--- src/rtl/alu_result_pkg.sv ---
// Shared types and constants for the ALU result/display stage.
// Segment codes are active-low {g,f,e,d,c,b,a}.
package alu_result_pkg;

  typedef enum logic [1:0] {
    EMPTY = 2'd0,
    LATCH = 2'd1,
    SHOW  = 2'd2
  } state_t;

  localparam logic [6:0] SEG_BLANK = 7'h7F;

  // Entry 15 first, entry 0 last.
  localparam logic [15:0][6:0] SEG_TABLE = {
    7'h0E, 7'h06, 7'h21, 7'h46,
    7'h03, 7'h08, 7'h10, 7'h00,
    7'h78, 7'h02, 7'h12, 7'h19,
    7'h30, 7'h24, 7'h79, 7'h40
  };

endpackage

--- src/rtl/alu_result_stage_hex_to_7seg.sv ---
// Hex nibble to active-low 7-segment pattern.
// Purely combinational lookup into the shared table.
module hex_to_7seg
  import alu_result_pkg::*;
(
  input  logic [3:0] nib,
  output logic [6:0] seg
);

  assign seg = SEG_TABLE[nib];

endmodule

--- src/rtl/alu_result_stage.sv ---
// Captures ALU result, registers flags one cycle later,
// and scans the held value onto a muxed 7-segment display.
module alu_result_stage
  import alu_result_pkg::*;
#(
  parameter  int N           = 4,
  parameter  int REFRESH_DIV = 50000,
  localparam int DIGITS      = (2*N+3)/4
) (
  input  logic              clk,
  input  logic              rst_n,
  input  logic              load,
  input  logic              clr,
  input  logic              sel_wide,
  input  logic [N-1:0]      result,
  input  logic [2*N-1:0]    multi_result,
  input  logic              carry,
  output logic              ready,
  output logic [2*N-1:0]    value_q,
  output logic              flag_z,
  output logic              flag_n,
  output logic              flag_c,
  output logic [6:0]        seg,
  output logic [DIGITS-1:0] an
);

  localparam int CW = $clog2(REFRESH_DIV);
  localparam int IW = (DIGITS > 1) ? $clog2(DIGITS) : 1;
  localparam logic [CW-1:0] CNT_LAST = CW'(REFRESH_DIV-1);
  localparam logic [IW-1:0] IDX_LAST = IW'(DIGITS-1);

  state_t state_q, state_d;
  logic   accept;
  logic   wide_q;
  logic   carry_q;

  logic [CW-1:0] cnt_q;
  logic [IW-1:0] idx_q;

  logic [4*DIGITS-1:0] val_pad;
  logic [3:0]          nibble;
  logic [6:0]          seg_raw;
  logic [DIGITS-1:0]   an_show;
  logic                show;

  assign ready  = (state_q != LATCH);
  assign accept = load && !clr && ready;
  assign show   = (state_q == SHOW);

  always_comb begin
    state_d = state_q;
    unique case (state_q)
      EMPTY,
      SHOW:    if (accept) state_d = LATCH;
      LATCH:   state_d = SHOW;
      default: state_d = EMPTY;
    endcase
    if (clr) state_d = EMPTY;
  end

  always_ff @(posedge clk or negedge rst_n) begin
    if (!rst_n) state_q <= EMPTY;
    else        state_q <= state_d;
  end

  always_ff @(posedge clk or negedge rst_n) begin
    if (!rst_n) begin
      value_q <= '0;
      wide_q  <= 1'b0;
      carry_q <= 1'b0;
    end else if (clr) begin
      value_q <= '0;
      wide_q  <= 1'b0;
      carry_q <= 1'b0;
    end else if (accept) begin
      value_q <= sel_wide ? multi_result
                          : {{N{1'b0}}, result};
      wide_q  <= sel_wide;
      carry_q <= carry;
    end
  end

  // Flags follow value_q by one cycle, taken in LATCH.
  always_ff @(posedge clk or negedge rst_n) begin
    if (!rst_n) begin
      flag_z <= 1'b0;
      flag_n <= 1'b0;
      flag_c <= 1'b0;
    end else if (clr) begin
      flag_z <= 1'b0;
      flag_n <= 1'b0;
      flag_c <= 1'b0;
    end else if (state_q == LATCH) begin
      flag_z <= (value_q == '0);
      flag_n <= wide_q ? value_q[2*N-1] : value_q[N-1];
      flag_c <= wide_q ? 1'b0 : carry_q;
    end
  end

  always_ff @(posedge clk or negedge rst_n) begin
    if (!rst_n) begin
      cnt_q <= '0;
      idx_q <= '0;
    end else if (cnt_q == CNT_LAST) begin
      cnt_q <= '0;
      idx_q <= (idx_q == IDX_LAST) ? '0 : idx_q + 1'b1;
    end else begin
      cnt_q <= cnt_q + 1'b1;
    end
  end

  always_comb begin
    val_pad = '0;
    val_pad[2*N-1:0] = value_q;
    nibble = '0;
    an_show = '1;
    for (int i = 0; i < DIGITS; i++) begin
      if (idx_q == IW'(i)) begin
        nibble     = val_pad[4*i +: 4];
        an_show[i] = 1'b0;
      end
    end
  end

  hex_to_7seg u_hex (
    .nib (nibble),
    .seg (seg_raw)
  );

  assign seg = show ? seg_raw : SEG_BLANK;
  assign an  = show ? an_show : '1;

endmodule

--- config.mk ---
export PLATFORM = sky130hd
export DESIGN_NAME = alu_result_stage
export DESIGN_NICKNAME = d
export VERILOG_FILES = /design/src/rtl/alu_result_pkg.sv /design/src/rtl/alu_result_stage_hex_to_7seg.sv /design/src/rtl/alu_result_stage.sv
export SDC_FILE = /design/constraint.sdc
export NUM_CORES = 1
export LEC_CHECK = 0
export ABC_AREA = 0
export BUFFER_PORTS_ARGS = -buffer_cell sky130_fd_sc_hd__clkbuf_2
export CORE_ASPECT_RATIO = 1.5
export CORE_MARGIN = 2
export CORE_UTILIZATION = 30
export DETAILED_ROUTE_END_ITERATION = 7
export SLEW_MARGIN = 10
export SYNTH_ARGS = -nofsm -noshare
export SYNTH_HDL_FRONTEND = slang
export SYNTH_SLANG_ARGS = --single-unit
--- constraint.sdc ---
create_clock -name clk -period 2.7 [get_ports clk]
set_input_delay 0.54 -clock clk [delete_from_list [all_inputs] [get_ports clk]]
set_output_delay 0.54 -clock clk [all_outputs]
set_load 0.02 [all_outputs]
* Word level (Yosys, flattened, before mapping) *
Memory sizes are Yosys's and may differ from the RTL's.
Index checks and enable logic that the tools add are counted.

storage, ports and cells
  register bits after elaboration = 32
  bits in read-only memories = 112
  bits of input ports = 18
  output and inout port bits = 21
  logic and storage cells = 52
  memories kept = 1

memory list
  memory            words  width  rd ports  clocked after memory_dff  wr ports  line                                RTL
  (name not given)  16     7      1         0                         0         alu_result_stage_hex_to_7seg.sv:10  assign seg = SEG_TABLE[nib];

operators by class
  $add $sub $neg = 2
  order comparisons = 1
  eq/ne operators = 5
  multiplexer cells = 26
  reductions and logical operators = 8

operators by type and width
  cell                     number
  $mux W8                  3
  $add A16 B1 Y16 const B  1
  $eq A16 B16 Y1 const B   1
  $mux W16                 1
  $mux W1                  15
  $mux W7                  2
  $logic_not A8 Y1         1
  $mux W2                  3
  $lt A4 B5 Y1 const B     1
  $mux W4                  1
  $pmux W2 S2              1
  $reduce_bool A2 Y1       2
  $ne A3 B3 Y1 const B     1
  $eq A2 B1 Y1 const B     1
  $eq A2 B2 Y1 const B     1
  $logic_and A1 B1 Y1      2
  $logic_not A2 Y1         1
  $ne A2 B1 Y1 const B     1
  $reduce_or A2 Y1         1
  $add A1 B1 Y1 const B    1
  $logic_not A1 Y1         1

* Depth between registers and ports, before layout *
  word-level depth = 6
  gate-level depth with buffers = 7
  mapped depth without buffers = 6

* By module *
A second synthesis with hierarchy kept.

second synthesis, totals
  cell total of the unflattened synthesis = 187
  area, all modules = 1824.2 um2

by module, submodules not included
  module            instances  cells each  area each (um2)  seq. area each (um2)
  alu_result_stage  1          155         1549.0           800.8
  hex_to_7seg       1          32          275.3            0.0

* Worst setup path before layout *
OpenSTA, ideal clock, no wires.

  kind = reg2out
  start = reg idx_q
  end = out seg[2]
  arrival time = 1.964 ns
  setup slack = 0.196 ns
  cell stages (with the launch flop) = 5
  buffers on the path = 1
  path through = dfrtp_1 buf_2 mux2_2 ha_1 o311ai_0

on the way
  longest elaborated chain between the ends = 4

RTL lines
  element                        line                                RTL
  start, declared                alu_result_stage.sv:38              logic [IW-1:0] idx_q;
  start signal, assigned         alu_result_stage.sv:106             idx_q <= (idx_q == IDX_LAST) ? '0 : idx_q + 1'b1;
  $mux W4                        alu_result_stage.sv:118             if (idx_q == IW'(i)) begin
  $mem_v2 Z16 W7                 n/a
  $mux W7 (implied by the code)  alu_result_stage_hex_to_7seg.sv:10
  $mux W7                        alu_result_stage.sv:130             assign seg = show ? seg_raw : SEG_BLANK;
  end, declared                  alu_result_stage.sv:23              output logic [6:0] seg,

No other way between the ends. The select of a mux whose other input is x is not followed.

* Worst setup path in the final report *
  start = reg idx_q
  end = out seg[4]

Same word-level chain as after synthesis.

==> impl_metrics.csv <==
group,metric,value,unit
outcome,status,"completed",
global_route,grt_pass1_wl,6700,µm
logic_synthesis,synth_cell_type_count,32,
global_route,grt_use_total,0.134,
power,power_density,504,mW/mm²
global_route,grt-ovfl-total,0,
logic_synthesis,synth-simple-area-share,0.233,
routing,drcViolationCount,0,
routing,num_vias,1476,
timing,fin_crit_sh,0.958,
global_route,first_global_vias,1426,
logic_synthesis,synth-edff-count,0,
critical_path,startpoint_type,"register",
logic_synthesis,synthArstFlopShare,1.00,
power,power.total,1110,µW
floorplan,pin_count,39,
routing,routed_wl,4060,µm
clock_network,cts_made_buffers,5,
timing,finalHoldViolCount,0,
logic_synthesis,synth_most_common_cell,"dfrtp_1",
clock_network,cts_root_buf,"clkbuf_8",
timing,rsz0062_at_grt,"no",
logic_synthesis,yosys.area.top_type_share,0.451,
routing,drt_iter0_markers,68,
critical_path,endpoint_kind,"output pin",
critical_path,cp.required,2.16,ns
floorplan,dieArea,0.00656,mm²
global_route,antenna_found_initial,0,
critical_path,timing.rr.end,"idx_q",
power,p_leak,0.00103,µW
routing,firstDrtPassIters,3,
clock_network,clkTransAtPathRegs,0.07,ns
logic_synthesis,synth_top_family_by_area,"simple AND/OR/NAND/NOR gates",
placement,gp_congestion,0.769,
final_layout,antenna_cells,0,
logic_synthesis,synth_fa_ha_area_frac,0.0494,
critical_path,crit_chain,"mux2i_2 -> buf_4 -> ha_1 -> nor2b_1 -> a21oi_1 -> o221ai_1 -> clkbuf_2",
clock_network,cts.sinks,32,
timing,fin_setup_tns,0,ns
logic_synthesis,ys_top_cells_by_area,"dfrtp_1 (45%), mux2i_1 (5.6%), ha_1 (4.9%)",
timing,slew_viol_final,0,
final_layout,drive_gt1_frac,0.262,
worst_hold_path,min_path_type,"primary input to async pin",
timing,fmax,0.387,GHz
final_layout,fin_nets,253,
critical_path,reg2regPathDepth,5,
logic_synthesis,yosysTopAreaCell,"dfrtp_1",
critical_path,reg2reg_from,"cnt_q[0]",
routing,wire_per_inst,13.5,µm
timing,relSlewSlack,0.475,
critical_path,path_max_fanout,7,
final_layout,syn_to_final_growth,24.1,%
critical_path,crit_path_max_incr_delay,0.44,ns
floorplan,rows,34,
logic_synthesis,avgSynthCellArea,9.80,µm²
logic_synthesis,yosysSeqAreaShare,0.451,
critical_path,ff2ff_setup_slack,0.82,ns
logic_synthesis,synthesis.nets,206,
logic_synthesis,synthFlopType,"dfrtp_1",
logic_synthesis,yosys_warnings,0,
critical_path,crit_type,"register to output pin",
logic_synthesis,synth-seq-cells,32,
floorplan,die_h,98.2,µm
floorplan,start_util,0.309,
placement,portBuffers,38,
global_route,grt_start_max_net_pins,33,
clock_network,cts_tree,"yes",
routing,via_per_inst,4.90,
clock_network,holdBufCountCts,0,
placement,dp_hpwl,3020,µm
logic_synthesis,synth_xor_area_frac,0.0790,
clock_network,cts_max_level,2,
critical_path,cp.arrival,2.05,ns
floorplan,die_w,66.8,µm
timing,fin_skew,0.00993,ns
clock_network,cts.path.max_buffers,2,
logic_synthesis,synth_cells,181,
logic_synthesis,synth_compound_area_frac,0.0917,
logic_synthesis,muxShareOfSynthArea,0.0691,
floorplan,core_region_area,0.00574,mm²
timing,tightest_slew,0.787,ns
job,drv_cap,0,
timing,min_period,2.59,ns
logic_synthesis,syn_area,0.00177,mm²
placement,placedCellCount,291,
routing,ant_nets,0,
timing,setup_viol,0,
logic_synthesis,netlist_top_cells_count,"dfrtp_1 (32), nor2_1 (17), nand3_1 (13), nand2_1 (12)",
clock_network,insertion_delay,0.29,ns
critical_path,slowest_stage,"dfrtp_2",
final_layout,fin_cells,301,
power,ir_drop,257,µV
## cells in the final DEF (no fill, tap or decap), types with 7 or more instances in the layout
| master | n |
|---|---|
| o21ai_0 | 10 |
| buf_4 | 8 |
| mux2i_1 | 9 |
| nand2_1 | 12 |
| clkbuf_2 | 38 |
| nand3_1 | 13 |
| dfrtp_1 | 31 |
| xnor2_1 | 10 |
| ha_1 | 7 |
| nor2_1 | 17 |
| nand2b_1 | 10 |
## area by class of cell
cell class | instances | area [µm²]
inverter | 6 | 22.5
clock buffer | 6 | 72.6
clock inverter | 2 | 35.0
fill | 587 | 3540
timing repair buffer | 46 | 250
multi-input combinational | 137 | 930
sequential | 32 | 802
tap | 72 | 90.1
## power by group
group | switching [µW] | internal, µW
sequential | 14.6 | 493
combinational | 93.8 | 59.5
clock | 176 | 274
total | 284 | 826
## timing repair
item                       CTS  global route
pin swaps                    0             0
setup endpoints to repair    4             5
gates cloned                 0             0
buffers inserted             0             2
gates resized for setup      1             1
## logic make-up (layout without fill, tap and decap cells)
kind of cell / Yosys count / after routing
AO/OA/AOI/OAI: 26 / 26
XOR/XNOR: 16 / 16
adder cells (fa/ha/maj): 7 / 7
buffers and inverters: 12 / 60
flip-flops: 32 / 32
multiplexers: 12 / 12
AND/OR/NAND/NOR: 76 / 76
## stage by stage
step	util	setup slack [ns]	hold slack [ns]	instance area [µm²]
final	0.383	0.114	0.329	2200
after global routing	0.383	0.0254	0.383	2200
after CTS	0.380	0.0608	0.348	2180
after detailed placement	0.361	0.304	0.452	2070
after global placement	0.361	0.357	0.435	2070
after floorplan	-	0.196	0.244	1770
## flip-flops by register name, summed over array words and instances, names as in the netlist
name     cells
state_q      2
flag_c       1
flag_z       1
idx_q        1
carry_q      1
flag_n       1
cnt_q       16
value_q      8
wide_q       1
## how the worst max path moves through the flow
stage	start	endpoint	slack (ns)	cells after the start
after floorplan	idx_q	seg[2]	0.20	4
after global placement	idx_q	seg[0]	0.36	7
after detailed placement	idx_q	seg[0]	0.30	7
after CTS	idx_q	seg[4]	0.06	7
after global routing	idx_q	seg[4]	0.03	7
final	idx_q	seg[4]	0.11	7
## layer usage
layer | share of wire | vias up | wire length, µm | track usage
li1 | - | 730 | - | -
met2 | 0.50 | 32 | 2040 | 0.221
met3 | 0.038 | 5 | 153 | 0.0323
met1 | 0.44 | 709 | 1800 | 0.164
met5 | 0 | - | 0 | 0
met4 | 0.016 | 0 | 64 | 0.0534
## critical path: cells and delay by family (launching register included)
family                   cells  cell delay [ns]
AO/OA/AOI/OAI                2             0.25
adder cells (fa/ha/maj)      1             0.21
AND/OR/NAND/NOR              1             0.19
buffers and inverters        2             0.39
flip-flops                   1             0.44
multiplexers                 1             0.26
(Power assumes the default switching activity.)
